===== src/rtl/obi_arb_pkg.sv =====
// Shared types for the OBI dcache arbiter: requester ids, arbiter states, tag width.
// Optional performance counters in the top are enabled with OBI_ARB_PERF_CNT_EN.
package obi_arb_pkg;

    typedef enum logic {
        OWNER_CPU = 1'b0,
        OWNER_VEC = 1'b1
    } owner_e;

    typedef enum logic [1:0] {
        ARB,
        DRAIN,
        FLUSH,
        FWAIT
    } arb_state_e;

    localparam int unsigned TAG_W = 11;

    // The round-robin pointer always hands preference to the requester not just served.
    function automatic owner_e other_owner(input owner_e o);
        return (o == OWNER_CPU) ? OWNER_VEC : OWNER_CPU;
    endfunction

endpackage


===== src/rtl/obi_arb_id_fifo.sv =====
// In-order FIFO of owner ids for outstanding dcache transactions.
// DEPTH must be a power of two; push and pop may happen in the same cycle.
module obi_arb_id_fifo
    import obi_arb_pkg::*;
#(
    parameter int unsigned DEPTH = 4
) (
    input  logic                   clk_i,
    input  logic                   rst_ni,
    input  logic                   push_i,
    input  owner_e                 push_id_i,
    input  logic                   pop_i,
    output owner_e                 pop_id_o,
    output logic [$clog2(DEPTH):0] count_o,
    output logic                   full_o,
    output logic                   empty_o
);

    localparam int unsigned PTR_W = (DEPTH > 1) ? $clog2(DEPTH) : 1;
    localparam int unsigned CNT_W = $clog2(DEPTH) + 1;

    owner_e           mem_q [DEPTH];
    logic [PTR_W-1:0] wr_ptr_q, wr_ptr_d;
    logic [PTR_W-1:0] rd_ptr_q, rd_ptr_d;
    logic [CNT_W-1:0] count_q, count_d;
    logic             do_push, do_pop;

    assign full_o   = (count_q == CNT_W'(DEPTH));
    assign empty_o  = (count_q == '0);
    assign count_o  = count_q;
    assign do_pop   = pop_i & ~empty_o;
    assign do_push  = push_i & (~full_o | do_pop);
    assign pop_id_o = mem_q[rd_ptr_q];

    // Next pointer and occupancy values.
    always_comb begin
        // NOTE: every variable gets a default first so no path through the block infers a latch.
        wr_ptr_d = wr_ptr_q;
        rd_ptr_d = rd_ptr_q;
        count_d  = count_q;
        if (do_push) wr_ptr_d = wr_ptr_q + PTR_W'(1);
        if (do_pop)  rd_ptr_d = rd_ptr_q + PTR_W'(1);
        case ({do_push, do_pop})
            2'b10:   count_d = count_q + CNT_W'(1);
            2'b01:   count_d = count_q - CNT_W'(1);
            default: count_d = count_q;
        endcase
    end

    // Pointer and occupancy registers, synchronous reset.
    always_ff @(posedge clk_i) begin
        // NOTE: sequential state uses non-blocking assignments so every flop samples pre-edge values.
        if (!rst_ni) begin
            wr_ptr_q <= '0;
            rd_ptr_q <= '0;
            count_q  <= '0;
        end else begin
            wr_ptr_q <= wr_ptr_d;
            rd_ptr_q <= rd_ptr_d;
            count_q  <= count_d;
        end
    end

    // Id storage.
    always_ff @(posedge clk_i) begin
        // NOTE: storage is not reset; an entry is only read after the count says it was written.
        if (do_push) mem_q[wr_ptr_q] <= push_id_i;
    end

endmodule


===== src/rtl/obi_dcache_arbiter.sv =====
// Shares one dcache request port between the scalar CPU (m0) and the vector unit (m1):
// round-robin address-phase arbitration, in-order response routing through an id FIFO,
// and a drain/flush/wait sequence for vector-initiated cache flushes.
// Define OBI_ARB_PERF_CNT_EN to add grant and stall counters.
module obi_dcache_arbiter
    import obi_arb_pkg::*;
#(
    parameter int unsigned MAX_OUTST       = 4,
    parameter logic [31:0] CACHEABLE_LIMIT = 32'h8000_0000
) (
    input  logic             clk_i,
    input  logic             rst_ni,
    input  logic             m0_req_i,
    output logic             m0_gnt_o,
    input  logic             m0_we_i,
    input  logic [3:0]       m0_be_i,
    input  logic [31:0]      m0_addr_i,
    input  logic [31:0]      m0_wdata_i,
    output logic             m0_rvalid_o,
    output logic [31:0]      m0_rdata_o,
    output logic             m0_err_o,
    input  logic             m1_req_i,
    output logic             m1_gnt_o,
    input  logic             m1_we_i,
    input  logic [3:0]       m1_be_i,
    input  logic [31:0]      m1_addr_i,
    input  logic [31:0]      m1_wdata_i,
    output logic             m1_rvalid_o,
    output logic [31:0]      m1_rdata_o,
    output logic             m1_err_o,
    input  logic             flush_req_i,
    output logic             flush_busy_o,
    output logic             flush_done_o,
    output logic [31:0]      mem_addr_o,
    output logic [31:0]      mem_data_wr_o,
    output logic             mem_rd_o,
    output logic [3:0]       mem_wr_o,
    output logic             mem_cacheable_o,
    output logic [TAG_W-1:0] mem_req_tag_o,
    output logic             mem_invalidate_o,
    output logic             mem_writeback_o,
    output logic             mem_flush_o,
    input  logic [31:0]      mem_data_rd_i,
    input  logic             mem_accept_i,
    input  logic             mem_ack_i,
    input  logic             mem_error_i,
    input  logic [TAG_W-1:0] mem_resp_tag_i
`ifdef OBI_ARB_PERF_CNT_EN
    ,
    output logic [31:0]      m0_gnt_cnt_o,
    output logic [31:0]      m1_gnt_cnt_o,
    output logic [31:0]      stall_cnt_o
`endif
);

    localparam int unsigned CNT_W = $clog2(MAX_OUTST) + 1;

    arb_state_e       state_q, state_d;
    owner_e           rr_q, rr_d;

    owner_e           sel;
    logic             sel_req, sel_we;
    logic [3:0]       sel_be;
    logic [31:0]      sel_addr, sel_wdata;

    logic             issue, grant, pop, flush_ack, resp_cpu, resp_vec;
    logic             fifo_full, fifo_empty;
    owner_e           head_id;
    logic [CNT_W-1:0] fifo_count;

    // Response tags are not needed: responses return in issue order.
    logic             unused_resp_tag;
    assign unused_resp_tag = ^mem_resp_tag_i;

    assign mem_invalidate_o = 1'b0;
    assign mem_writeback_o  = 1'b0;

    // Pick the requester for this cycle's address phase.
    always_comb begin
        if (m0_req_i && m1_req_i) sel = rr_q;
        else if (m1_req_i)        sel = OWNER_VEC;
        else                      sel = OWNER_CPU;

        if (sel == OWNER_VEC) begin
            sel_req   = m1_req_i;
            sel_we    = m1_we_i;
            sel_be    = m1_be_i;
            sel_addr  = m1_addr_i;
            sel_wdata = m1_wdata_i;
        end else begin
            sel_req   = m0_req_i;
            sel_we    = m0_we_i;
            sel_be    = m0_be_i;
            sel_addr  = m0_addr_i;
            sel_wdata = m0_wdata_i;
        end
    end

    // A full FIFO blocks issue even if an ack frees a slot this cycle,
    // keeping the grant path independent of mem_ack_i.
    assign issue     = (state_q == ARB) & sel_req & ~fifo_full;
    assign grant     = issue & mem_accept_i;
    assign pop       = mem_ack_i & ((state_q == ARB) | (state_q == DRAIN)) & ~fifo_empty;
    assign flush_ack = (state_q == FWAIT) & mem_ack_i;
    assign resp_cpu  = pop & (head_id == OWNER_CPU);
    assign resp_vec  = pop & (head_id == OWNER_VEC);

    obi_arb_id_fifo #(
        .DEPTH (MAX_OUTST)
    ) u_id_fifo (
        .clk_i     (clk_i),
        .rst_ni    (rst_ni),
        .push_i    (grant),
        .push_id_i (sel),
        .pop_i     (pop),
        .pop_id_o  (head_id),
        .count_o   (fifo_count),
        .full_o    (fifo_full),
        .empty_o   (fifo_empty)
    );

    // Next state and round-robin preference.
    always_comb begin
        state_d = state_q;
        rr_d    = rr_q;
        if (grant) rr_d = other_owner(sel);
        case (state_q)
            ARB:     if (flush_req_i)        state_d = DRAIN;
            DRAIN:   if (fifo_count == '0)   state_d = FLUSH;
            FLUSH:   if (mem_accept_i)       state_d = FWAIT;
            FWAIT:   if (mem_ack_i)          state_d = ARB;
            default:                         state_d = ARB;
        endcase
    end

    // State and round-robin registers.
    always_ff @(posedge clk_i) begin
        if (!rst_ni) begin
            state_q <= ARB;
            rr_q    <= OWNER_CPU;
        end else begin
            state_q <= state_d;
            rr_q    <= rr_d;
        end
    end

    // Output drive, forced to zero while reset is held.
    always_comb begin
        m0_gnt_o        = 1'b0;
        m1_gnt_o        = 1'b0;
        m0_rvalid_o     = 1'b0;
        m1_rvalid_o     = 1'b0;
        m0_rdata_o      = '0;
        m1_rdata_o      = '0;
        m0_err_o        = 1'b0;
        m1_err_o        = 1'b0;
        mem_addr_o      = '0;
        mem_data_wr_o   = '0;
        mem_rd_o        = 1'b0;
        mem_wr_o        = '0;
        mem_cacheable_o = 1'b0;
        mem_req_tag_o   = '0;
        mem_flush_o     = 1'b0;
        flush_busy_o    = 1'b0;
        flush_done_o    = 1'b0;
        if (rst_ni) begin
            m0_gnt_o        = grant & (sel == OWNER_CPU);
            m1_gnt_o        = grant & (sel == OWNER_VEC);
            m0_rvalid_o     = resp_cpu;
            m1_rvalid_o     = resp_vec;
            m0_rdata_o      = resp_cpu ? mem_data_rd_i : '0;
            m1_rdata_o      = resp_vec ? mem_data_rd_i : '0;
            m0_err_o        = resp_cpu & mem_error_i;
            m1_err_o        = resp_vec & mem_error_i;
            mem_addr_o      = sel_addr;
            mem_data_wr_o   = sel_wdata;
            mem_rd_o        = issue & ~sel_we;
            mem_wr_o        = (issue & sel_we) ? sel_be : 4'b0000;
            mem_cacheable_o = (sel_addr < CACHEABLE_LIMIT);
            mem_req_tag_o   = {{(TAG_W-1){1'b0}}, sel};
            mem_flush_o     = (state_q == FLUSH);
            flush_busy_o    = (state_q != ARB) & ~flush_ack;
            flush_done_o    = flush_ack;
        end
    end

`ifdef OBI_ARB_PERF_CNT_EN
    logic [31:0] m0_gnt_cnt_q, m0_gnt_cnt_d;
    logic [31:0] m1_gnt_cnt_q, m1_gnt_cnt_d;
    logic [31:0] stall_cnt_q,  stall_cnt_d;

    // Grant counters and stall counter, all wrapping at 2^32.
    always_comb begin
        m0_gnt_cnt_d = m0_gnt_cnt_q;
        m1_gnt_cnt_d = m1_gnt_cnt_q;
        stall_cnt_d  = stall_cnt_q;
        if (grant && sel == OWNER_CPU) m0_gnt_cnt_d = m0_gnt_cnt_q + 32'd1;
        if (grant && sel == OWNER_VEC) m1_gnt_cnt_d = m1_gnt_cnt_q + 32'd1;
        if ((m0_req_i || m1_req_i) && !grant) stall_cnt_d = stall_cnt_q + 32'd1;
    end

    // Counter registers.
    always_ff @(posedge clk_i) begin
        if (!rst_ni) begin
            m0_gnt_cnt_q <= '0;
            m1_gnt_cnt_q <= '0;
            stall_cnt_q  <= '0;
        end else begin
            m0_gnt_cnt_q <= m0_gnt_cnt_d;
            m1_gnt_cnt_q <= m1_gnt_cnt_d;
            stall_cnt_q  <= stall_cnt_d;
        end
    end

    assign m0_gnt_cnt_o = rst_ni ? m0_gnt_cnt_q : '0;
    assign m1_gnt_cnt_o = rst_ni ? m1_gnt_cnt_q : '0;
    assign stall_cnt_o  = rst_ni ? stall_cnt_q  : '0;
`endif

`ifndef SYNTHESIS
    // Acks for transactions cut off by reset are expected leftovers; any other ack
    // arriving with an empty FIFO in ARB is a dcache protocol error.
    logic [7:0] orphan_q, orphan_d;
    logic       empty_ack;

    assign empty_ack = mem_ack_i & (state_q == ARB) & fifo_empty;

    // Number of reset-discarded transactions still owed an ack.
    always_comb begin
        orphan_d = orphan_q;
        if (!rst_ni)                          orphan_d = orphan_q + 8'(fifo_count);
        else if (empty_ack && orphan_q != '0) orphan_d = orphan_q - 8'd1;
    end

    // Orphan counter register.
    always_ff @(posedge clk_i) begin
        orphan_q <= orphan_d;
    end

    // Flag unexpected dropped acks.
    always_ff @(posedge clk_i) begin
        if (rst_ni) begin
            assert (!empty_ack || orphan_q != '0)
                else $error("obi_dcache_arbiter: dcache ack with empty id fifo dropped");
        end
    end
`endif

endmodule

===== config.mk =====
export PLATFORM = sky130hd
export DESIGN_NAME = obi_dcache_arbiter
export DESIGN_NICKNAME = d
export VERILOG_FILES = /design/src/rtl/obi_arb_pkg.sv /design/src/rtl/obi_arb_id_fifo.sv /design/src/rtl/obi_dcache_arbiter.sv
export SDC_FILE = /design/constraint.sdc
export NUM_CORES = 1
export LEC_CHECK = 0
export ABC_AREA = 1
export BUFFER_PORTS_ARGS = -buffer_cell sky130_fd_sc_hd__buf_2
export CAP_MARGIN = 5
export CORE_AREA = 2 2 133 135
export DETAILED_ROUTE_END_ITERATION = 10
export DIE_AREA = 0 0 135 137
export PLACE_DENSITY_LB_ADDON = 0.2
export REMOVE_ABC_BUFFERS = 1
export SLEW_MARGIN = 40
export SYNTH_ARGS = -nofsm -noshare
export SYNTH_HDL_FRONTEND = slang
export SYNTH_SLANG_ARGS = --single-unit

===== constraint.sdc =====
create_clock -name clk_i -period 6.19 [get_ports clk_i]
set_input_delay 0.619 -clock clk_i [delete_from_list [all_inputs] [get_ports clk_i]]
set_output_delay 0.619 -clock clk_i [all_outputs]
set_load 0.005 [all_outputs]

==> flow_summary.html <==
<table>
<tr><th>Metric</th><th>Value</th></tr>
<tr><th colspan="2">Run</th></tr>
<tr><td>Max-capacitance violation count</td><td>0</td></tr>
<tr><th colspan="2">Clock tree</th></tr>
<tr><td>Number of buffers inserted by hold repair at cts</td><td>0</td></tr>
<tr><td>Worst-case clock buffer depth</td><td>2</td></tr>
<tr><td>Clock latency reported for the late side of the worst-skew pair</td><td>0.25 ns</td></tr>
<tr><td>Sinks on Clock Net</td><td>16</td></tr>
<tr><td>Number of post-CTS setup repair buffers</td><td>0</td></tr>
<tr><td>Total number of H-tree levels</td><td>1</td></tr>
<tr><td>Clock Root Buffer</td><td>sky130_fd_sc_hd__clkbuf_16</td></tr>
<tr><td>CTS Buf Count</td><td>3</td></tr>
<tr><td>Clock transition time at the flip-flop clock pins of the worst setup and hold paths</td><td>0.05 ns</td></tr>
<tr><td>Gates resized, CTS repair</td><td>0</td></tr>
<tr><td>CTS tree</td><td>yes</td></tr>
<tr><th colspan="2">Detailed routing</th></tr>
<tr><td>Remaining number of nets flagged by the antenna check after routing</td><td>0</td></tr>
<tr><td>Number of iterations in the first detailed-routing pass</td><td>6</td></tr>
<tr><td>Via count</td><td>3852</td></tr>
<tr><td>Aggregate routed wire length</td><td>between 10000 and 15000 µm</td></tr>
<tr><td>Number of vias per cell after detailed routing</td><td>~3.8</td></tr>
<tr><td>Final routed DRC violation total</td><td>0</td></tr>
<tr><td>Average wire length per cell after detail routing</td><td>12.50 µm</td></tr>
<tr><td>Count of routing violations after the opening detailed-route iteration</td><td>130</td></tr>
<tr><th colspan="2">Floorplan</th></tr>
<tr><td>Width of the die</td><td>approximately 140 µm</td></tr>
<tr><td>CORE AREA</td><td>about 17000 µm²</td></tr>
<tr><td>Number of top-level design ports</td><td>345</td></tr>
<tr><td>Floorplan die height</td><td>137 µm</td></tr>
<tr><td>Cell row count</td><td>48</td></tr>
<tr><td>Effective utilization at floorplan</td><td>0.1497</td></tr>
<tr><td>Area of the die</td><td>18500 µm²</td></tr>
<tr><th colspan="2">Logic synthesis</th></tr>
<tr><td>Cell types occupying the most area after synthesis</td><td>sky130_fd_sc_hd__nor2_1, sky130_fd_sc_hd__o21ai_0, sky130_fd_sc_hd__inv_1</td></tr>
<tr><td>Synth warn</td><td>0</td></tr>
<tr><td>Share of the synthesized area in the top cell type</td><td>0.3263</td></tr>
<tr><td>Flip-flop and latch count after synthesis</td><td>16</td></tr>
<tr><td>Area of the mapped netlist</td><td>2554 µm²</td></tr>
<tr><td>Number of instances in the synthesized netlist</td><td>around 500</td></tr>
<tr><td>Distinct cells, synth</td><td>24</td></tr>
<tr><td>Sequential fraction of the synthesis area</td><td>0.1411</td></tr>
<tr><td>Mean instance size in the synthesized netlist</td><td>5.169 µm²</td></tr>
<tr><td>Cell accounting for the most synthesized area</td><td>sky130_fd_sc_hd__nor2_1</td></tr>
<tr><th colspan="2">Final layout</th></tr>
<tr><td>Area grow syn2layout</td><td>68.59%</td></tr>
<tr><td>Antenna diode instance count</td><td>0</td></tr>
<tr><td>Layout Utilization</td><td>0.2524</td></tr>
<tr><td>Number of fill cells in the layout</td><td>2027</td></tr>
<tr><td>Final standard cell area without fillers</td><td>4305 µm²</td></tr>
<tr><td>Leading cell type in the layout, fill and taps excluded</td><td>sky130_fd_sc_hd__buf_2</td></tr>
<tr><td>Total number of nets in the final design</td><td>990</td></tr>
<tr><td>Highest-count cells in the layout ignoring fill and taps</td><td>sky130_fd_sc_hd__buf_2, sky130_fd_sc_hd__nor2_1, sky130_fd_sc_hd__o21ai_0</td></tr>
<tr><td>Share of post-route cells with drive strength above 1</td><td>0.4253</td></tr>
<tr><th colspan="2">Global route</th></tr>
<tr><td>Number of global-route vias before repair</td><td>3182</td></tr>
<tr><td>Overall Global Routing Usage</td><td>0.1206</td></tr>
<tr><td>First-pass GRT wire length</td><td>between 15000 and 20000 µm</td></tr>
<tr><td>Global route total overflow</td><td>0</td></tr>
<tr><td>Antenna violations before repair</td><td>1</td></tr>
<tr><td>Largest net degree at the start of global routing</td><td>82</td></tr>
<tr><th colspan="2">STA</th></tr>
<tr><td>Maximum clock skew at final layout</td><td>0.002491 ns</td></tr>
<tr><td>Number of endpoints with negative hold slack in the final report</td><td>0</td></tr>
<tr><td>Max-Slew Margin vs Limit</td><td>0.5172</td></tr>
<tr><td>Ratio of final minimum period to clock period</td><td>0.4838</td></tr>
<tr><td>RSZ-0062 raised after global routing</td><td>false</td></tr>
<tr><td>Total negative slack for setup checks</td><td>0 ns</td></tr>
<tr><td>Achievable Freq</td><td>0.3339 GHz</td></tr>
<tr><td>Setup-violating endpoint count in the final report</td><td>0</td></tr>
<tr><td>Clock period minus final worst setup slack</td><td>about 3 ns</td></tr>
<tr><td>Max-slew violation count</td><td>0</td></tr>
<tr><td>Least-Margin Pin Slew</td><td>between 0.7 and 0.8 ns</td></tr>
<tr><th colspan="2">Worst setup path</th></tr>
<tr><td>CP arrival</td><td>2.38 ns</td></tr>
<tr><td>Kind of end point of the critical path</td><td>output port</td></tr>
<tr><td>Highest net fanout along the worst path</td><td>42</td></tr>
<tr><td>Kind of critical path</td><td>in2out</td></tr>
<tr><td>Critical path launch point type</td><td>input port</td></tr>
<tr><td>Data required time of the critical path</td><td>5.57 ns</td></tr>
<tr><th colspan="2">Pwr</th></tr>
<tr><td>Peak supply drop</td><td>0.00009544 V</td></tr>
<tr><td>Standby leakage power</td><td>2.788 nW</td></tr>
<tr><td>Sequential share of power</td><td>0.202</td></tr>
<tr><td>Psw</td><td>0.0003470 W</td></tr>
<tr><td>Relative contribution of the clock network to total power</td><td>0.179</td></tr>
<tr><td>Power per cell area</td><td>179.5 nW/µm²</td></tr>
<tr><td>Internal</td><td>0.0004260 W</td></tr>
<tr><td>Logic pwr share</td><td>0.619</td></tr>
<tr><td>Sw Ratio</td><td>0.4489</td></tr>
<tr><th colspan="2">Status</th></tr>
<tr><td>Outcome</td><td>finished, final reports clean</td></tr>
<tr><th colspan="2">Placed design</th></tr>
<tr><td>Number of I/O port buffers</td><td>321</td></tr>
<tr><td>Instance area after placement</td><td>approximately 4200 µm²</td></tr>
<tr><td>DP Wirelength</td><td>10540 µm</td></tr>
<tr><td>Final Wtd Congestion</td><td>0.8026</td></tr>
<tr><th colspan="2">Worst hold path</th></tr>
<tr><td>Tightest Hold Check Type</td><td>reg2reg</td></tr>
</table>
[synth_stat cells, drive strengths merged]
cell / number
inv: 68
nand2: 43
and2: 2
clkbuf: 9
buf: 34
nand3: 6
ha: 9
nor2: 223
conb: 1
o21ai: 69
fa: 1
a21oi: 6
edfxtp: 4
o211ai: 4
dfxtp: 12
nand3b: 1
o21a: 1
nand4: 1
[area by class of cell]
class	count	area, µm²	share of cell area
sequential	16	360.3	0.08370
tap	225	281.5	0.06539
clock buffer	4	88.84	0.02063
timing repair buffer	324	1629	0.3784
inverter	68	255.2	0.05929
multi-input combinational	378	1690	0.3926
[worst paths after layout]
kind / cells past startpoint / to / from / slack [ns]
worst max-delay path: 8 / mem_addr_o[6] / m0_req_i / 3.19
worst min register to register: 2 / rr_q$_SDFFE_PN0P_ / rr_q$_SDFFE_PN0P_ / 0.48
worst max register to register: 13 / u_id_fifo.count_o[2]$_SDFFE_PN0P_ / state_q[0]$_SDFFE_PN0P_ / 3.75
worst min-delay path: 2 / rr_q$_SDFFE_PN0P_ / rr_q$_SDFFE_PN0P_ / 0.48
[stage by stage]
step / cells / setup WS (ns) / hold WS, ns / power (W)
after floorplan: 462 / 2.442 / 0.4435 / 0.0004325
after global placement: 1011 / 3.080 / 0.4641 / 0.0006499
after detailed placement: 1011 / 3.114 / 0.4715 / 0.0006456
after CTS: 1015 / 3.109 / 0.4818 / 0.0007902
after global routing: 1015 / 3.027 / 0.5052 / 0.0008588
final: 1015 / 3.195 / 0.4779 / 0.0007729
[per-layer routing]
metal / vias up / track usage / share of wire
met1: 1563 / 0.1272 / 0.37
met4: 2 / 0.03588 / 0.017
met3: 10 / 0.04259 / 0.11
li1: 2061 / - / -
met2: 216 / 0.2253 / 0.50
met5: - / 0 / 0.0010
[critical path, stage by stage]
cell                      delay (ns)
sky130_fd_sc_hd__buf_2          0.10
sky130_fd_sc_hd__nand2_1        0.07
sky130_fd_sc_hd__nand2_2        0.05
sky130_fd_sc_hd__inv_2          0.36
sky130_fd_sc_hd__buf_4          0.48
sky130_fd_sc_hd__nor2_1         0.08
sky130_fd_sc_hd__nor2_1         0.37
sky130_fd_sc_hd__buf_2          0.22
[kinds of logic after synthesis]
kind of cell / after synthesis / share of synthesized area
fa+ha+maj: 10 / 0.05194
buf+inv: 111 / 0.2141
flops: 16 / 0.1411
other cells: 1 / 0.001468
simple gates: 276 / 0.4292
compound gates: 80 / 0.1622
[power groups by stage]
stage / clock (W) / combinational, W / sequential (W)
floorplan: 0 / 0.000279 / 0.000153
global placement: 0 / 0.000491 / 0.000159
detailed placement: 0 / 0.000487 / 0.000158
CTS: 0.000144 / 0.000490 / 0.000156
global route: 0.000148 / 0.000550 / 0.000161
finish: 0.000139 / 0.000479 / 0.000156
Power figures use the tool's default switching activity.
